$ cat config.mk
export PLATFORM = sky130hd
export DESIGN_NAME = dma_controller
export DESIGN_NICKNAME = d
export VERILOG_FILES = /design/src/rtl/dma_pkg.sv /design/src/rtl/dma_controller.sv
export SDC_FILE = /design/constraint.sdc
export NUM_CORES = 1
export LEC_CHECK = 0
export CAP_MARGIN = 5
export CORE_MARGIN = 2
export CORE_UTILIZATION = 46
export DETAILED_ROUTE_END_ITERATION = 6
export HOLD_SLACK_MARGIN = 0.12
export PLACE_DENSITY = 0.81
export SLEW_MARGIN = 40
export SYNTH_ARGS = -nofsm -noshare
export SYNTH_HDL_FRONTEND = slang
export SYNTH_SLANG_ARGS = --single-unit
$ cat constraint.sdc
create_clock -name sys_clk -period 1.96 [get_ports sys_clk]
set_clock_uncertainty 0.05 [all_clocks]
set_input_delay 0.196 -clock sys_clk [delete_from_list [all_inputs] [get_ports sys_clk]]
set_output_delay 0.196 -clock sys_clk [all_outputs]
set_load 0.02 [all_outputs]
$ cat src/rtl/dma_pkg.sv
// Shared types and constants for the single-channel word-copy DMA engine.
package dma_pkg;
  typedef enum logic [1:0] {
    ST_IDLE  = 2'd0,
    ST_READ  = 2'd1,
    ST_WRITE = 2'd2
  } dma_state_t;

  localparam logic [1:0] REG_SRC  = 2'd0;
  localparam logic [1:0] REG_DST  = 2'd1;
  localparam logic [1:0] REG_LEN  = 2'd2;
  localparam logic [1:0] REG_CTRL = 2'd3;

  localparam int CTRL_START   = 0;
  localparam int CTRL_IRQ_CLR = 1;
  localparam int CTRL_ABORT   = 2;

  localparam int STAT_BUSY = 0;
  localparam int STAT_DONE = 1;
endpackage

$ cat src/rtl/dma_controller.sv
// Word-copy DMA: a memory-mapped slave for setup, and a req/gnt bus master that
// alternates one read and one write per word until LEN reaches zero.
module dma_controller
  import dma_pkg::*;
#(
  parameter int LEN_WIDTH = 16
) (
  input  logic                 sys_clk,
  input  logic                 rst_n,
  input  logic [1:0]           reg_sel,
  input  logic [31:0]          wdata,
  input  logic                 wenable,
  output logic [31:0]          rdata,
  output logic                 m_req,
  output logic [31:0]          m_addr,
  output logic [31:0]          m_wdata,
  output logic [3:0]           m_wenable,
  input  logic                 m_gnt,
  input  logic [31:0]          m_rdata,
  output logic                 irq
);

  dma_state_t           r_state;
  dma_state_t           w_state_next;
  logic [31:0]          r_src;
  logic [31:0]          r_dst;
  logic [31:0]          r_buf;
  logic [LEN_WIDTH-1:0] r_len;
  logic                 r_done;

  logic w_ctrl_wr;
  logic w_start;
  logic w_irq_clr;
  logic w_abort;
  logic w_idle;
  logic w_go;
  logic w_len_zero;
  logic w_rd_gnt;
  logic w_wr_gnt;
  logic w_last_wr;
  logic w_set_done;
  logic w_unused;

  assign w_ctrl_wr  = wenable && (reg_sel == REG_CTRL);
  assign w_start    = w_ctrl_wr && wdata[CTRL_START];
  assign w_irq_clr  = w_ctrl_wr && wdata[CTRL_IRQ_CLR];
  assign w_abort    = w_ctrl_wr && wdata[CTRL_ABORT];
  assign w_idle     = (r_state == ST_IDLE);
  // START together with ABORT while idle is a no-op, including the LEN=0 case.
  assign w_go       = w_idle && w_start && !w_abort;
  assign w_len_zero = (r_len == '0);
  assign w_rd_gnt   = (r_state == ST_READ) && m_gnt;
  assign w_wr_gnt   = (r_state == ST_WRITE) && m_gnt;
  assign w_last_wr  = w_wr_gnt && (r_len == LEN_WIDTH'(1)) && !w_abort;
  assign w_set_done = w_last_wr || (w_go && w_len_zero);
  assign w_unused   = ^wdata[31:LEN_WIDTH];

  always_ff @(posedge sys_clk or negedge rst_n) begin
    if (!rst_n) begin
      r_state <= ST_IDLE;
    end else begin
      r_state <= w_state_next;
    end
  end

  always_comb begin
    w_state_next = r_state;
    case (r_state)
      ST_IDLE: begin
        if (w_go && !w_len_zero) w_state_next = ST_READ;
      end
      ST_READ: begin
        if (w_abort)    w_state_next = ST_IDLE;
        else if (m_gnt) w_state_next = ST_WRITE;
      end
      ST_WRITE: begin
        if (w_abort)        w_state_next = ST_IDLE;
        else if (w_last_wr) w_state_next = ST_IDLE;
        else if (m_gnt)     w_state_next = ST_READ;
      end
      default: w_state_next = ST_IDLE;
    endcase
  end

  always_comb begin
    m_req     = 1'b0;
    m_addr    = r_src;
    m_wenable = 4'h0;
    case (r_state)
      ST_READ: m_req = 1'b1;
      ST_WRITE: begin
        m_req     = 1'b1;
        m_addr    = r_dst;
        m_wenable = 4'hF;
      end
      default: ;
    endcase
  end

  // A write granted in the same cycle as ABORT did reach memory, so it still advances the pointers.
  always_ff @(posedge sys_clk or negedge rst_n) begin
    if (!rst_n) begin
      r_src  <= '0;
      r_dst  <= '0;
      r_len  <= '0;
      r_buf  <= '0;
      r_done <= 1'b0;
    end else begin
      if (w_idle && wenable) begin
        case (reg_sel)
          REG_SRC: r_src <= {wdata[31:2], 2'b00};
          REG_DST: r_dst <= {wdata[31:2], 2'b00};
          REG_LEN: r_len <= wdata[LEN_WIDTH-1:0];
          default: ;
        endcase
      end
      if (w_rd_gnt) r_buf <= m_rdata;
      if (w_wr_gnt) begin
        r_src <= r_src + 32'd4;
        r_dst <= r_dst + 32'd4;
        r_len <= r_len - LEN_WIDTH'(1);
      end
      if (w_set_done)                r_done <= 1'b1;
      else if (w_go || w_irq_clr)    r_done <= 1'b0;
    end
  end

  always_comb begin
    rdata = '0;
    case (reg_sel)
      REG_SRC: rdata = r_src;
      REG_DST: rdata = r_dst;
      REG_LEN: rdata = 32'(r_len);
      default: begin
        rdata[STAT_BUSY] = !w_idle;
        rdata[STAT_DONE] = r_done;
      end
    endcase
  end

  assign m_wdata = r_buf;
  assign irq     = r_done;

endmodule
==> summary.txt, run 1 <==
Run status
  • Outcome: finished, violations left
  • Failing checks: setup timing

CTS
  • Clk root buf: clkbuf_16
  • Sink Count: 111
  • TritonCTS Buffers: 9
  • Reg clk slew, reported paths: 0.08 ns
  • CTS tree: built
  • H-tree depth: 3
  • Clock latency on the worst-skew pair: 0.37 ns
  • Clock tree buffer depth: 2

Layout
  • FILL cells: 1041
  • # diodes: 0
  • Post-synthesis to final-layout area growth: 51.4%
  • Fin nets: 1119
  • Fin cells: 1234
  • Layout cells sized above 1: 0.340
  • Post-route cell area: 10800 sq um

Place
  • Placed insts: 1183
  • DP HPWL: 16.8 mm
  • PortBufs: 169
  • Placed Area: 9710 sq um
  • RePlAce Congestion: 0.909

Drt
  • Total number of vias: 7839
  • Drt total wl: 26.2 mm
  • WL met2: 12.4 mm
  • Post-Route M1 WL: 9.83 mm
  • Antenna viol nets, final: 0
  • Initial DRC count: 1117
  • WL/cell: 21.2 um
  • Max layer used: met4
  • DRC: 0
  • Routed vias/inst: 6.35
  • TritonRoute pass-1 iters: 7
  • Met3 WL: 2.83 mm

STA
  • Slew of the pin with the lowest slew margin: 0.656 ns
  • Fin. Hold Viols: 0
  • # setup viols final: 32
  • Setup ws final: -0.111 ns
  • Setup TNS: -0.821 ns
  • Slew margin rel.: 0.563
  • Max-slew violation count: 0
  • Tcrit/Tclk final: 1.06
  • RSZ-0062 raised after global routing: yes
  • Tmin final: 2.07 ns
  • Highest clock rate: 483 MHz

Power and ir drop
  • VDD IR max: 0.000753 V
  • Tot Pwr: 16.0 mW
  • Power per cell area: 1480 nW/um^2
  • P_leak: 4.77 nW

Die
  • Die Area: 16500 sq um
  • Die H: 128 um
  • Core area: 15100 sq um
  • Top Ports: 172
  • Die width: 128 um
  • Row Count: 45
  • Initial Utilization: 0.470

Synthesis
  • Post-synthesis sequential area ratio: 0.390
  • Async S/R FF share, synth: 1.00
  • Mean Syn Cell Area: 9.22 sq um
  • Post-Synth Adder-Cell Area: 0.0141
  • Largest family of logic cells by synthesized area: simple AND/OR/NAND/NOR gates
  • Mapped Area: 7120 sq um
  • Mux contribution to synthesized area: 0.149
  • Ys Warns: 0
  • Post-synth top flop: dfrtp_1
  • Count of cell types in the netlist: 67
  • Synth area leaders: dfrtp_1 39%, mux2_2 9.6%, nor2_1 5.8%
  • Leading area contributor after synthesis: dfrtp_1
  • Flops & latches, synth: 111
  • Post-synthesis xor/xnor area fraction: 0.00123
  • Synth Area in Compound Gates: 0.166
  • Post-synth EDFFs: 0
  • Post-Synth Simple-Gate Area: 0.233
  • Synth top area share: 0.390
  • Synth Instances: 772

Worst setup path
  • Crit Path Max Fanout: 4
  • Critical Path RT: 2.20 ns
  • FF-to-FF setup slack: -0.11 ns
  • WS Path Type: register to register
  • Endpoint type of the worst setup path: register
  • Max stage delay on crit path: 0.48 ns
  • Worst path buffer plus inverter count: 0
  • CP top delay family: simple AND/OR/NAND/NOR gates
  • CP max-delay cell: o41ai_1
  • CP startpoint kind: register
  • Arr. time, crit path: 2.31 ns
  • Sequence of cells on the critical path: ha_1, and3_1, nand2_1, o41ai_1, a21oi_1, nor3_2

Global route
  • Global route overflow: 0
  • Total Routing Usage GR: 0.287
  • Pin count of the biggest net entering global routing: 112
  • Global-route wire length before repair: 37.2 mm
  • Vias in the first global route: 7017
  • Initial antenna violation count: 0

Job
  • Max-cap violations: 0

Min path
  • Hold crit path type: input pin to asynchronous set/reset pin
## worst min-delay path, cell delays in order
cell           delay [ns]
dlygate4sd3_1        0.52
buf_4                0.11
buf_12               0.40
## path summary, 6_finish.rpt
| path | from | to | depth (start not counted) |
|---|---|---|---|
| min in group sys_clk | m_rdata[21] | m_wdata[21]$_DFFE_PN0P_ | 2 |
| worst min register to register | m_wdata[16]$_DFFE_PN0P_ | m_wdata[16]$_DFFE_PN0P_ | 1 |
| max in group asynchronous | rst_n | r_src[3]$_DFFE_PN0P_ | 3 |
| worst max-delay path | r_dst[2]$_DFFE_PN0P_ | r_dst[20]$_DFFE_PN0P_ | 6 |
| worst max register to register | r_dst[2]$_DFFE_PN0P_ | r_dst[20]$_DFFE_PN0P_ | 6 |
| worst min-delay path | rst_n | r_dst[20]$_DFFE_PN0P_ | 3 |
## through the flow
step | setup WS [ns] | hold slack [ns] | utilization
after floorplan | 0.00447 | -0.150 | -
after global placement | -0.0128 | 0.291 | 0.641
after detailed placement | -0.130 | 0.288 | 0.641
after CTS | -0.140 | 0.391 | 0.666
after global routing | -0.255 | 0.391 | 0.712
final | -0.111 | 0.363 | 0.712
## synthesized netlist by cell type (all sizes together), types with 9 or more instances
master  count
and3       17
a21oi      36
a211oi     25
nor2      111
mux2       61
nand2      74
mux2i      37
and2       10
nor3       30
inv         9
nand3      29
buf        43
clkbuf     15
and4       12
nand4      13
dfrtp     111
a311oi     19
o21ai      32
## placed cells by master (no fill, tap or decap), types with 18 or more instances in the layout
cell               n
buf_4            111
mux2_2            49
nor2_1            99
a211oi_1          18
dfrtp_1          103
nand2_1           63
clkdlybuf4s50_1  112
a21oi_1           33
mux2i_1           37
o21ai_0           28
nand3_1           26
buf_6             27
## routing by layer
metal / track usage / vias to the layer above
met5: 0 / -
met4: 0.111 / 0
met3: 0.0470 / 123
met2: 0.460 / 589
met1: 0.392 / 3732
li1: - / 3395
## sequential cells by signal, summed over array words and instances, names as in the netlist
signal and cells:
m_wdata 32, r_src 30, r_state 2, r_len 16, irq 1, r_dst 30
## logic make-up (layout without fill, tap and decap cells)
family | after synthesis | count (layout)
other cells | 1 | 2
compound gates | 168 | 168
flops | 111 | 111
fa+ha+maj | 8 | 8
buf+inv | 67 | 340
mux | 98 | 98
xor+xnor | 1 | 1
simple gates | 318 | 318
## what timing repair did
item                                    CTS  global route
setup buffers                             9            22
endpoints found under the setup margin   80           113
hold buffers                              1             0
gates resized for setup                 152           140
endpoints found under the hold margin   111             0
pin swaps                                 2            21
cloned                                    2             2
## area by class of cell
class / count / area (sq um) / area share
timing repair buffer: 315 / 3020 / 0.280
tap: 188 / 235 / 0.0218
clock buffer: 9 / 225 / 0.0209
sequential: 111 / 2790 / 0.259
multi-input combinational: 595 / 4410 / 0.409
clock inverter: 7 / 68.8 / 0.00638
inverter: 9 / 33.8 / 0.00313
## where the power goes
group          leakage [nW]  switching (mW)  internal, mW
Combinational          3.35            4.82          4.67
Clock                 0.146           0.990         0.907
Sequential             1.27            1.19          3.41
Total                  4.77            7.00          8.99
Power figures use the tool's default switching activity.
==> inputs of run 2 (changes only) <==
--- a/config.mk
+++ b/config.mk
@@ -8,6 +8,7 @@
 export CAP_MARGIN = 5
 export CORE_MARGIN = 2
 export CORE_UTILIZATION = 46
+export CTS_CLUSTER_DIAMETER = 150
 export DETAILED_ROUTE_END_ITERATION = 6
 export HOLD_SLACK_MARGIN = 0.12
 export PLACE_DENSITY = 0.81
==> results of run 2 <==
The final DEF is identical to that of run 1; final timing and power are the same.
